### src/rtl/pow_5_res_bcd_conv_pkg.sv
// Shared types and constants for the 5th-power result BCD converter.
// Also holds the elaboration-time digit-count helper.
package pow_5_res_bcd_conv_pkg;

    typedef enum logic {
        IDLE = 1'b0,
        CONV = 1'b1
    } state_t;

    localparam int unsigned DIGIT_W = 4;

    // Smallest digit count whose decimal range covers 2^w - 1.
    function automatic int unsigned min_ndig(input int unsigned w);
        longint unsigned max_v;
        longint unsigned lim;
        int unsigned     n;
        max_v = (64'(1) << w) - 64'(1);
        lim   = 64'(10);
        n     = 1;
        while (lim <= max_v) begin
            lim = lim * 64'(10);
            n   = n + 1;
        end
        return n;
    endfunction

endpackage

### src/rtl/bcd_digit_adj.sv
// Double-dabble correction cell: a BCD digit of 5 or more gets +3 (4-bit wrap).
module bcd_digit_adj
    import pow_5_res_bcd_conv_pkg::*;
(
    input  logic [DIGIT_W-1:0] d,
    output logic [DIGIT_W-1:0] adj_c
);

    assign adj_c = (d >= DIGIT_W'(5)) ? d + DIGIT_W'(3) : d;

endmodule

### src/rtl/pow_5_res_bcd_conv.sv
// Sequential binary-to-BCD converter for the power unit result, one bit per
// enabled clock, with held output and leading-zero-blanked digit enables.
module pow_5_res_bcd_conv
    import pow_5_res_bcd_conv_pkg::*;
#(
    parameter int unsigned w    = 8,
    parameter int unsigned ndig = 3
) (
    input  logic                      clk,
    input  logic                      rst_n,
    input  logic                      clk_en,
    input  logic                      res_vld,
    input  logic [w-1:0]              res,
    output logic                      busy,
    output logic                      bcd_vld,
    output logic [DIGIT_W*ndig-1:0]   bcd,
    output logic [ndig-1:0]           digit_en,
    output logic                      dropped
);

    localparam int unsigned BCD_W = DIGIT_W * ndig;
    localparam int unsigned REG_W = BCD_W + w;
    localparam int unsigned CNT_W = $clog2(w + 1);

    if (ndig < min_ndig(w)) begin : g_ndig_check
        $error("pow_5_res_bcd_conv: ndig too small for w");
    end

    state_t           state;
    logic [REG_W-1:0] sh;
    logic [CNT_W-1:0] cnt;

    logic [BCD_W-1:0] adj_bcd;
    logic [REG_W-1:0] shifted_c;
    logic [BCD_W-1:0] fin_bcd_c;
    logic [ndig-1:0]  fin_en_c;

    for (genvar g = 0; g < ndig; g++) begin : g_adj
        bcd_digit_adj u_adj (
            .d     (sh[w + DIGIT_W*g +: DIGIT_W]),
            .adj_c (adj_bcd[DIGIT_W*g +: DIGIT_W])
        );
    end

    assign shifted_c = {adj_bcd, sh[w-1:0]} << 1;
    assign fin_bcd_c = shifted_c[REG_W-1:w];

    // A digit is shown if it or any more significant digit is non-zero.
    always_comb begin
        logic any_nz;
        fin_en_c = '0;
        any_nz   = 1'b0;
        for (int i = int'(ndig) - 1; i >= 0; i--) begin
            any_nz      = any_nz | (fin_bcd_c[DIGIT_W*i +: DIGIT_W] != '0);
            fin_en_c[i] = any_nz;
        end
        fin_en_c[0] = 1'b1;
    end

    always_ff @(posedge clk or negedge rst_n) begin
        if (!rst_n) begin
            state    <= IDLE;
            sh       <= '0;
            cnt      <= '0;
            busy     <= 1'b0;
            bcd_vld  <= 1'b0;
            bcd      <= '0;
            digit_en <= ndig'(1);
            dropped  <= 1'b0;
        end else if (clk_en) begin
            bcd_vld <= 1'b0;
            case (state)
                IDLE: begin
                    if (res_vld) begin
                        sh    <= {{BCD_W{1'b0}}, res};
                        cnt   <= CNT_W'(w);
                        busy  <= 1'b1;
                        state <= CONV;
                    end
                end
                CONV: begin
                    if (res_vld) begin
                        dropped <= 1'b1;
                    end
                    sh  <= shifted_c;
                    cnt <= cnt - CNT_W'(1);
                    if (cnt == CNT_W'(1)) begin
                        bcd      <= fin_bcd_c;
                        digit_en <= fin_en_c;
                        bcd_vld  <= 1'b1;
                        busy     <= 1'b0;
                        state    <= IDLE;
                    end
                end
                default: state <= IDLE;
            endcase
        end
    end

endmodule

### config.mk
export PLATFORM = sky130hd
export DESIGN_NAME = pow_5_res_bcd_conv
export DESIGN_NICKNAME = d
export VERILOG_FILES = /design/src/rtl/pow_5_res_bcd_conv_pkg.sv /design/src/rtl/bcd_digit_adj.sv /design/src/rtl/pow_5_res_bcd_conv.sv
export SDC_FILE = /design/constraint.sdc
export NUM_CORES = 1
export LEC_CHECK = 0
export BUFFER_PORTS_ARGS = -buffer_cell sky130_fd_sc_hd__buf_2
export CAP_MARGIN = 40
export CORE_MARGIN = 2
export CORE_UTILIZATION = 63
export CTS_BUF_LIST = sky130_fd_sc_hd__clkbuf_8
export DETAILED_ROUTE_END_ITERATION = 7
export PLACE_DENSITY = 0.87
export SLEW_MARGIN = 10
export SYNTH_ARGS = -nofsm -noshare
export SYNTH_HDL_FRONTEND = slang
export SYNTH_HIERARCHICAL = 1
export SYNTH_SLANG_ARGS = --single-unit
### constraint.sdc
create_clock -name clk -period 3.15 [get_ports clk]
set_clock_uncertainty 0.1 [all_clocks]
set_input_delay 0.4725 -clock clk [delete_from_list [all_inputs] [get_ports clk]]
set_output_delay 0.4725 -clock clk [all_outputs]
set_load 0.1 [all_outputs]
After elaboration in Yosys (flattened, before gate mapping)
Index checks and enable logic that the tools add are counted.
{"block": "classes", "bitwise": 2, "n_shift": 0, "multipliers": 0, "magnitude_cmp": 3, "mux": 15, "n_eq_ne": 3, "n_addsub": 4, "reduce_logical": 6, "div_mod_pow": 0}
{"operator": "20-bit one-hot mux with 2 select lines", "count": 1}
{"operator": "20-bit two-way mux", "count": 1}
{"operator": "4-bit by 3-bit >= comparator with 1-bit output, second input constant", "count": 3}
{"operator": "4-bit two-way mux", "count": 3}
{"operator": "3-bit AND reduction", "count": 3}
{"operator": "4-bit by 2-bit adder with 4-bit output, second input constant", "count": 2}
{"operator": "4-bit one-hot mux with 2 select lines", "count": 1}
{"operator": "4-bit nonzero test", "count": 2}
{"operator": "1-bit two-way mux", "count": 6}
{"operator": "4-bit by 1-bit == test with 1-bit output, second input constant", "count": 1}
{"operator": "1-bit one-hot mux with 2 select lines", "count": 2}
{"operator": "4-bit by 1-bit subtractor with 4-bit output, second input constant", "count": 1}
{"operator": "3-bit by 2-bit adder with 3-bit output, second input constant", "count": 1}
{"operator": "3-bit two-way mux", "count": 1}
{"operator": "2-bit by 1-bit inequality test with 1-bit output, second input constant", "count": 1}
{"operator": "2-bit inequality test, second input constant", "count": 1}
{"operator": "2-bit AND reduction", "count": 1}
{"operator": "1-bit inverter", "count": 1}
{"operator": "1-bit OR", "count": 1}
{"block": "word_totals", "n_memories": 0, "elab_cells": 41, "output_inout_bits": 18, "in_bits": 12, "mem_bits_ro": 0, "regBits": 42, "latch_bits": 0, "ram_bits": 0}

Logic depth before layout (Yosys ltp)
Gate-level depths: netlist (run 1).
{"block": "depth", "depth_word": 4, "mapped_depth": 8, "mapped_depth_nobuf": 8}

Hierarchy
The synthesis (run 1) kept the hierarchy.
{"module": "pow_5_res_bcd_conv", "area_each_um2": 1742.9, "seq_area_each_um2": 1051.0, "n_inst": 1, "cells_each": 130}
{"module": "bcd_digit_adj", "area_each_um2": 101.3, "seq_area_each_um2": 0.0, "n_inst": 3, "cells_each": 16}

Worst setup path after synthesis (run 1)
OpenSTA, ideal clock, no wires.
{"block": "synth_timing", "path_kind": "register -> register", "from": "reg sh[16]", "to": "reg digit_en[1]", "slack_ns": 1.228, "t_arrival_ns": 1.697, "path_stages_with_launch": 8, "n_path_buf": 0, "setup_time_ns": 0.125, "period_less_slack_ns": 1.922, "required_time_ns": 2.925, "cell_sequence": "dfrtp_1 -> ha_1 -> nand2b_1 -> a21oi_2 -> mux2i_1 -> nor4_1 -> nand2_1 -> mux2_4"}
{"block": "synth_via", "elab_chain_cells": 4, "elab_cells_between_ends": 5, "cone_classes": "1 x add/sub; 1 x order compare; 1 x mux; 1 x bitwise; 1 x reduce/logical"}
{"element": "from (decl)", "line_no": "pow_5_res_bcd_conv.sv:30", "source": "logic [REG_W-1:0] sh;"}
{"element": "from (signal assigned)", "line_no": "pow_5_res_bcd_conv.sv:75", "source": "sh <= {{BCD_W{1'b0}}, res};"}
{"element": "from (signal assigned)", "line_no": "pow_5_res_bcd_conv.sv:85", "source": "sh <= shifted_c;"}
{"element": "4-bit by 3-bit >= comparator with 1-bit output / 3-bit by 2-bit adder with 3-bit output (equally long branches)", "line_no": "bcd_digit_adj.sv:9", "source": "assign adj_c = (d >= DIGIT_W'(5)) ? d + DIGIT_W'(3) : d;"}
{"element": "3-bit two-way mux *", "line_no": "bcd_digit_adj.sv:9"}
{"element": "named net adj_bcd[9]", "line_no": "pow_5_res_bcd_conv.sv:33", "source": "logic [BCD_W-1:0] adj_bcd;"}
{"element": "4-bit nonzero test *", "line_no": "pow_5_res_bcd_conv.sv:54", "source": "any_nz = any_nz | (fin_bcd_c[DIGIT_W*i +: DIGIT_W] != '0);"}
{"element": "1-bit OR *", "line_no": "pow_5_res_bcd_conv.sv:54"}
{"element": "to (signal assigned)", "line_no": "pow_5_res_bcd_conv.sv:68", "source": "digit_en <= ndig'(1);"}
{"element": "to (signal assigned)", "line_no": "pow_5_res_bcd_conv.sv:89", "source": "digit_en <= fin_en_c;"}
{"element": "to (decl)", "line_no": "pow_5_res_bcd_conv.sv:17", "source": "output logic [ndig-1:0] digit_en,"}
Mark *: on every way through the listed nets, which the timed path passes. The rest lies on a longest branch.
A chain may end at the register's enable or synchronous reset.

Final worst setup path (run 1)
{"block": "layout_timing", "from": "reg state", "to": "reg bcd[2]"}
{"block": "layout_via", "elab_chain_cells": 1}
{"element": "from (decl)", "line_no": "pow_5_res_bcd_conv.sv:29", "source": "state_t state;"}
{"element": "from (signal assigned)", "line_no": "pow_5_res_bcd_conv.sv:62", "source": "state <= IDLE;"}
{"element": "from (signal assigned)", "line_no": "pow_5_res_bcd_conv.sv:78", "source": "state <= CONV;"}
{"element": "from (signal assigned)", "line_no": "pow_5_res_bcd_conv.sv:92", "source": "state <= IDLE;"}
{"element": "3-bit AND reduction (no source line)"}
{"element": "to (signal assigned)", "line_no": "pow_5_res_bcd_conv.sv:88", "source": "bcd <= fin_bcd_c;"}
{"element": "to (decl)", "line_no": "pow_5_res_bcd_conv.sv:16", "source": "output logic [DIGIT_W*ndig-1:0] bcd,"}
Every way passes these cells.

==> impl_metrics.ini, run 1 <==
[sta]
grt_setup_unrepaired = false
fmax_mhz = 441
post-route-period-util = 0.719
whs_ps = 20.4
maxSlewViolCount = 0
setup-violations-final = 0
setup_tns_ps = 0
relSlewSlack = 0.609
hold_viol_final = 0
worstMarginPinSlew_ps = 586
period_minus_slack_ps = 2270

[global_route]
grt_use_total = 0.244
grt_antenna_before_repair = 0
grt_pass1_wl_um = 6390
grt_pass1_vias = 1339
grt_start_max_net_pins = 23
globalRouteOverflowTotal = 0

[critical_path]
path_class = flip-flop to flip-flop
worstPathCellList = and2_1 > nand3_4 > mux2_4
worst_setup_path_start_kind = flip-flop
cpPeakStageDelay_ps = 710
crit_path_end_kind = flip-flop
cp_data_required_time_ps = 3240
critical_path_arrival_ps = 2350
slowest_stage = dfrtp_1
cp_top_family = simple AND/OR/NAND/NOR gates
critPathBufInv = 0
cp_max_fo = 15

[clock_tree]
cts_buffers = 5
cts_root_buffer = clkbuf_8
ctsResizeCount = 0
clk_latency_ps = 300
postCtsHoldBufs = 0
cts.sinks = 42
clk_pin_slew_ps = 80
cts_tree = yes
cts_setup_buffers = 0
h-tree-depth = 2
cts_buffer_depth = 2

[synthesis]
synth.avg_cell_area_um2 = 11.6
syn-cell-area_um2 = 2030
syn_inst = 174
ys_warn_count = 6
syn_nets = 194

[route]
drt_iter0_markers = 58
dr.pass1.iters = 4
routed_via_density = 5.60
totalWireLength_um = 3700
vias = 1389
wire_per_inst_um = 14.9
ant_nets = 0
drc = 0

[placed_design]
place.gp.congestion = 0.792
port-buffer-count = 28
detailed_place.area_um2 = 2210
hpwl_um = 2790

[cells_and_area]
syn2layout_area_growth_pct = 14.6
final_cell_area_um2 = 2320
drive_gt1_frac = 0.275
layout.nets = 223
antenna_cells = 0

[floorplanning]
initial_core_util = 0.664
die_y_um = 60.7
num_rows = 20
core_area_um2 = 3050
die_area_um2 = 3690
die_w_um = 60.7
ios = 30

[min_path]
hold_class = input pin to asynchronous set/reset pin

[status]
outcome = finished, final reports clean

[job]
cap_violations = 0
[state kept, by name (all words and copies together) (netlist names)]
name,flops
cnt,4
digit_en,2
bcd_vld,1
busy,1
bcd,12
sh,20
state,1
dropped,1
[stage by stage]
stage | cells | util | setup WS [ps]
finish | 248 | 0.761 | 885
global route | 248 | 0.761 | 708
detailed placement | 240 | 0.725 | 895
floorplan | 174 | - | 1260
CTS | 248 | 0.761 | 878
global placement | 238 | 0.711 | 984
[worst paths after layout]
path	from	to	slack [ps]	depth (start not counted)
worst min register to register	dropped	dropped	370	1
worst max register to register	state	bcd[2]	880	3
max in group asynchronous	rst_n	sh[2]	2460	2
worst min-delay path	rst_n	bcd[4]	20	1
min in group clk	res[0]	sh[0]	310	2
worst max-delay path	state	bcd[2]	880	3
[placed cells by master, fill, tap and decap left out]
cell type,n
clkbuf_8,8
inv_1,10
mux2_4,8
xnor2_1,3
nor3b_1,1
a21o_1,3
nand2b_1,5
nor4_1,2
buf_2,28
o21a_1,1
nor2_1,4
ha_1,8
a211oi_1,1
nand3_4,1
o21ai_1,2
o21ai_2,1
nand2_1,21
o21ai_0,12
a41oi_1,1
conb_1,1
dfrtp_1,42
a21oi_2,3
a31oi_1,1
nor3_1,1
o22ai_1,1
nand3_1,1
a22o_1,13
buf_16,1
and2_1,1
a21oi_1,1
mux2_2,5
buf_8,1
and3b_1,1
mux2i_1,11
[final cells by class]
class                   instances  area (um^2)
clock buffers                   8          110
fillers                       209          729
inverters                      10         37.5
multi-input cells             114          887
flip-flops and latches         42         1050
well taps                      44         55.1
repair buffers                 30          183
[routing by layer]
metal / vias to the layer above / GRT usage / wire [um]
li1: 660 / - / -
met1: 692 / 0.284 / 1540
met2: 32 / 0.415 / 1960
met3: 5 / 0.0832 / 159
met4: 0 / 0.0994 / 37
met5: - / 0 / 0
[worst reg2reg max path, stage by stage (launching register included)]
cell and delay [ps]:
dfrtp_1 710, and2_1 600, nand3_4 350, mux2_4 390
Power of run 1 is not shown: default switching activity piles up to over one toggle a cycle in this logic, so the estimate is an artifact.
==> inputs of run 2 (changes only) <==
--- a/config.mk
+++ b/config.mk
@@ -8,10 +8,10 @@
 export BUFFER_PORTS_ARGS = -buffer_cell sky130_fd_sc_hd__buf_2
 export CAP_MARGIN = 40
 export CORE_MARGIN = 2
-export CORE_UTILIZATION = 63
+export CORE_UTILIZATION = 53
 export CTS_BUF_LIST = sky130_fd_sc_hd__clkbuf_8
 export DETAILED_ROUTE_END_ITERATION = 7
-export PLACE_DENSITY = 0.87
+export PLACE_DENSITY = 0.78
 export SLEW_MARGIN = 10
 export SYNTH_ARGS = -nofsm -noshare
 export SYNTH_HDL_FRONTEND = slang
==> constraint.sdc (replaced) <==
create_clock -name clk -period 1.9 [get_ports clk]
set_clock_uncertainty 0.1 [all_clocks]
set_input_delay 0.285 -clock clk [delete_from_list [all_inputs] [get_ports clk]]
set_output_delay 0.285 -clock clk [all_outputs]
set_load 0.1 [all_outputs]
==> impl_metrics.ini, run 2 (synthesized netlist as in run 1, its figures left out) <==
[clock_tree]
cts.sinks = 42
cts_tree = yes
clk_pin_slew_ps = 80
cts_buffers = 5
clk_latency_ps = 300
h-tree-depth = 2
cts_root_buffer = clkbuf_8
cts_buffer_depth = 2

[placed_design]
place.gp.congestion = 0.847
hpwl_um = 2800
dp_worst_setup_slack_ps = -149
port-buffer-count = 28

[global_route]
grt_start_max_net_pins = 43
grt_antenna_before_repair = 0
grt_use_total = 0.211
grt_pass1_wl_um = 6730
globalRouteOverflowTotal = 0
grt_pass1_vias = 1540

[floorplanning]
core_area_um2 = 3660
initial_core_util = 0.554
ios = 30
num_rows = 22
die_area_um2 = 4330
die_w_um = 65.8
die_y_um = 65.8

[critical_path]
crit_end = digit_en[1]
cp_data_required_time_ps = 1990
cp_max_fo = 3
path_class = flip-flop to flip-flop
ff2ff_path_depth = 8
timing.rr.start = sh[17]
rr_endpoint = digit_en[1]
r2r_slack_ps = -50
critical_path_arrival_ps = 2040
startpoint = sh[17]
worst_setup_path_start_kind = flip-flop
crit_path_end_kind = flip-flop

[sta]
setup-violations-final = 2
fmax_mhz = 513
worstMarginPinSlew_ps = 525
setup_tns_ps = -48.9
whs_ps = 120
period_minus_slack_ps = 1950
hold_viol_final = 0
grt_setup_unrepaired = true
post-route-period-util = 1.03
fin_ws_ps = -47.8
maxSlewViolCount = 0
relSlewSlack = 0.650

[cells_and_area]
syn2layout_area_growth_pct = 24.8
largest_reg_flops = 20
layout.nets = 247
final_cell_mix = dfrtp_1 (42), buf_2 (28), buf_4 (25)
layout_commonest_cell = dfrtp_1
antenna_cells = 0
largest_register = sh
reg_top3 = sh (20), bcd (12), cnt (4)
drive_gt1_frac = 0.382

[route]
vias = 1522
ant_nets = 0
drc = 0
drt_iter0_markers = 78
totalWireLength_um = 4200
wire_per_inst_um = 15.2
routed_via_density = 5.51
dr.pass1.iters = 4

[status]
violations = setup timing
outcome = complete, but fails checks

[min_path]
worstHoldStart = res[0]
hold_class = input pin to flip-flop

[job]
cap_violations = 0
-- run 2: cell count changes in the layout (fill, tap and decap cells not counted), moves of 2 or more --
cell and change:
ha_1 -3, a21oi_2 -2, buf_4 +25, ha_2 +2
nand2b_4 +2, a21oi_4 +2, nand2b_1 -2, clkbuf_8 -2
-- run 2: layout make-up --
cell class              count  area [um^2]
clock buffers               6         82.6
clock inverters             2         8.76
fillers                   270         1130
inverters                  10         37.5
multi-input cells         114          952
flip-flops and latches     42         1050
well taps                  48         60.1
repair buffers             54          338
-- run 2: worst min path at each step --
stage             end  slack [ps]  cells after the start
3_5_place_dp   sh[15]         280                      2
4_1_cts         sh[0]         110                      2
5_1_grt         sh[0]         110                      2
3_3_place_gp   bcd[5]         270                      2
2_1_floorplan  bcd[0]        -110                      0
6_report        sh[0]         120                      2
-- run 2: metrics by stage --
step	std cells	area (um^2)	util
after floorplan	174	2030	-
after global placement	258	2300	0.627
after detailed placement	258	2300	0.627
after CTS	271	2450	0.670
after global routing	276	2530	0.691
final	276	2530	0.691
-- run 2: critical path, cell delays in order, from the launching register on --
cell and delay, ps:
dfrtp_1 400, inv_2 110, ha_2 180, nand2b_4 130, a21oi_4 60, mux2i_2 170, nor4_2 340, nand2_1 90
mux2_4 260
-- run 2: metal layers --
metal | up-vias | GRT usage | routed length, um
li1 | 712 | - | -
met1 | 760 | 0.241 | 1740
met2 | 40 | 0.348 | 2170
met3 | 10 | 0.0596 | 178
met4 | 0 | 0.128 | 113
met5 | - | 0 | 0
-- run 2: timing repair --
action	CTS	global route
hold endpoints to repair	42	0
gates resized for setup	5	7
hold buffers	1	0
setup endpoints to repair	1	1
buffers inserted	4	5
pin swaps	4	3
Power of run 2 is left out for the same reason.
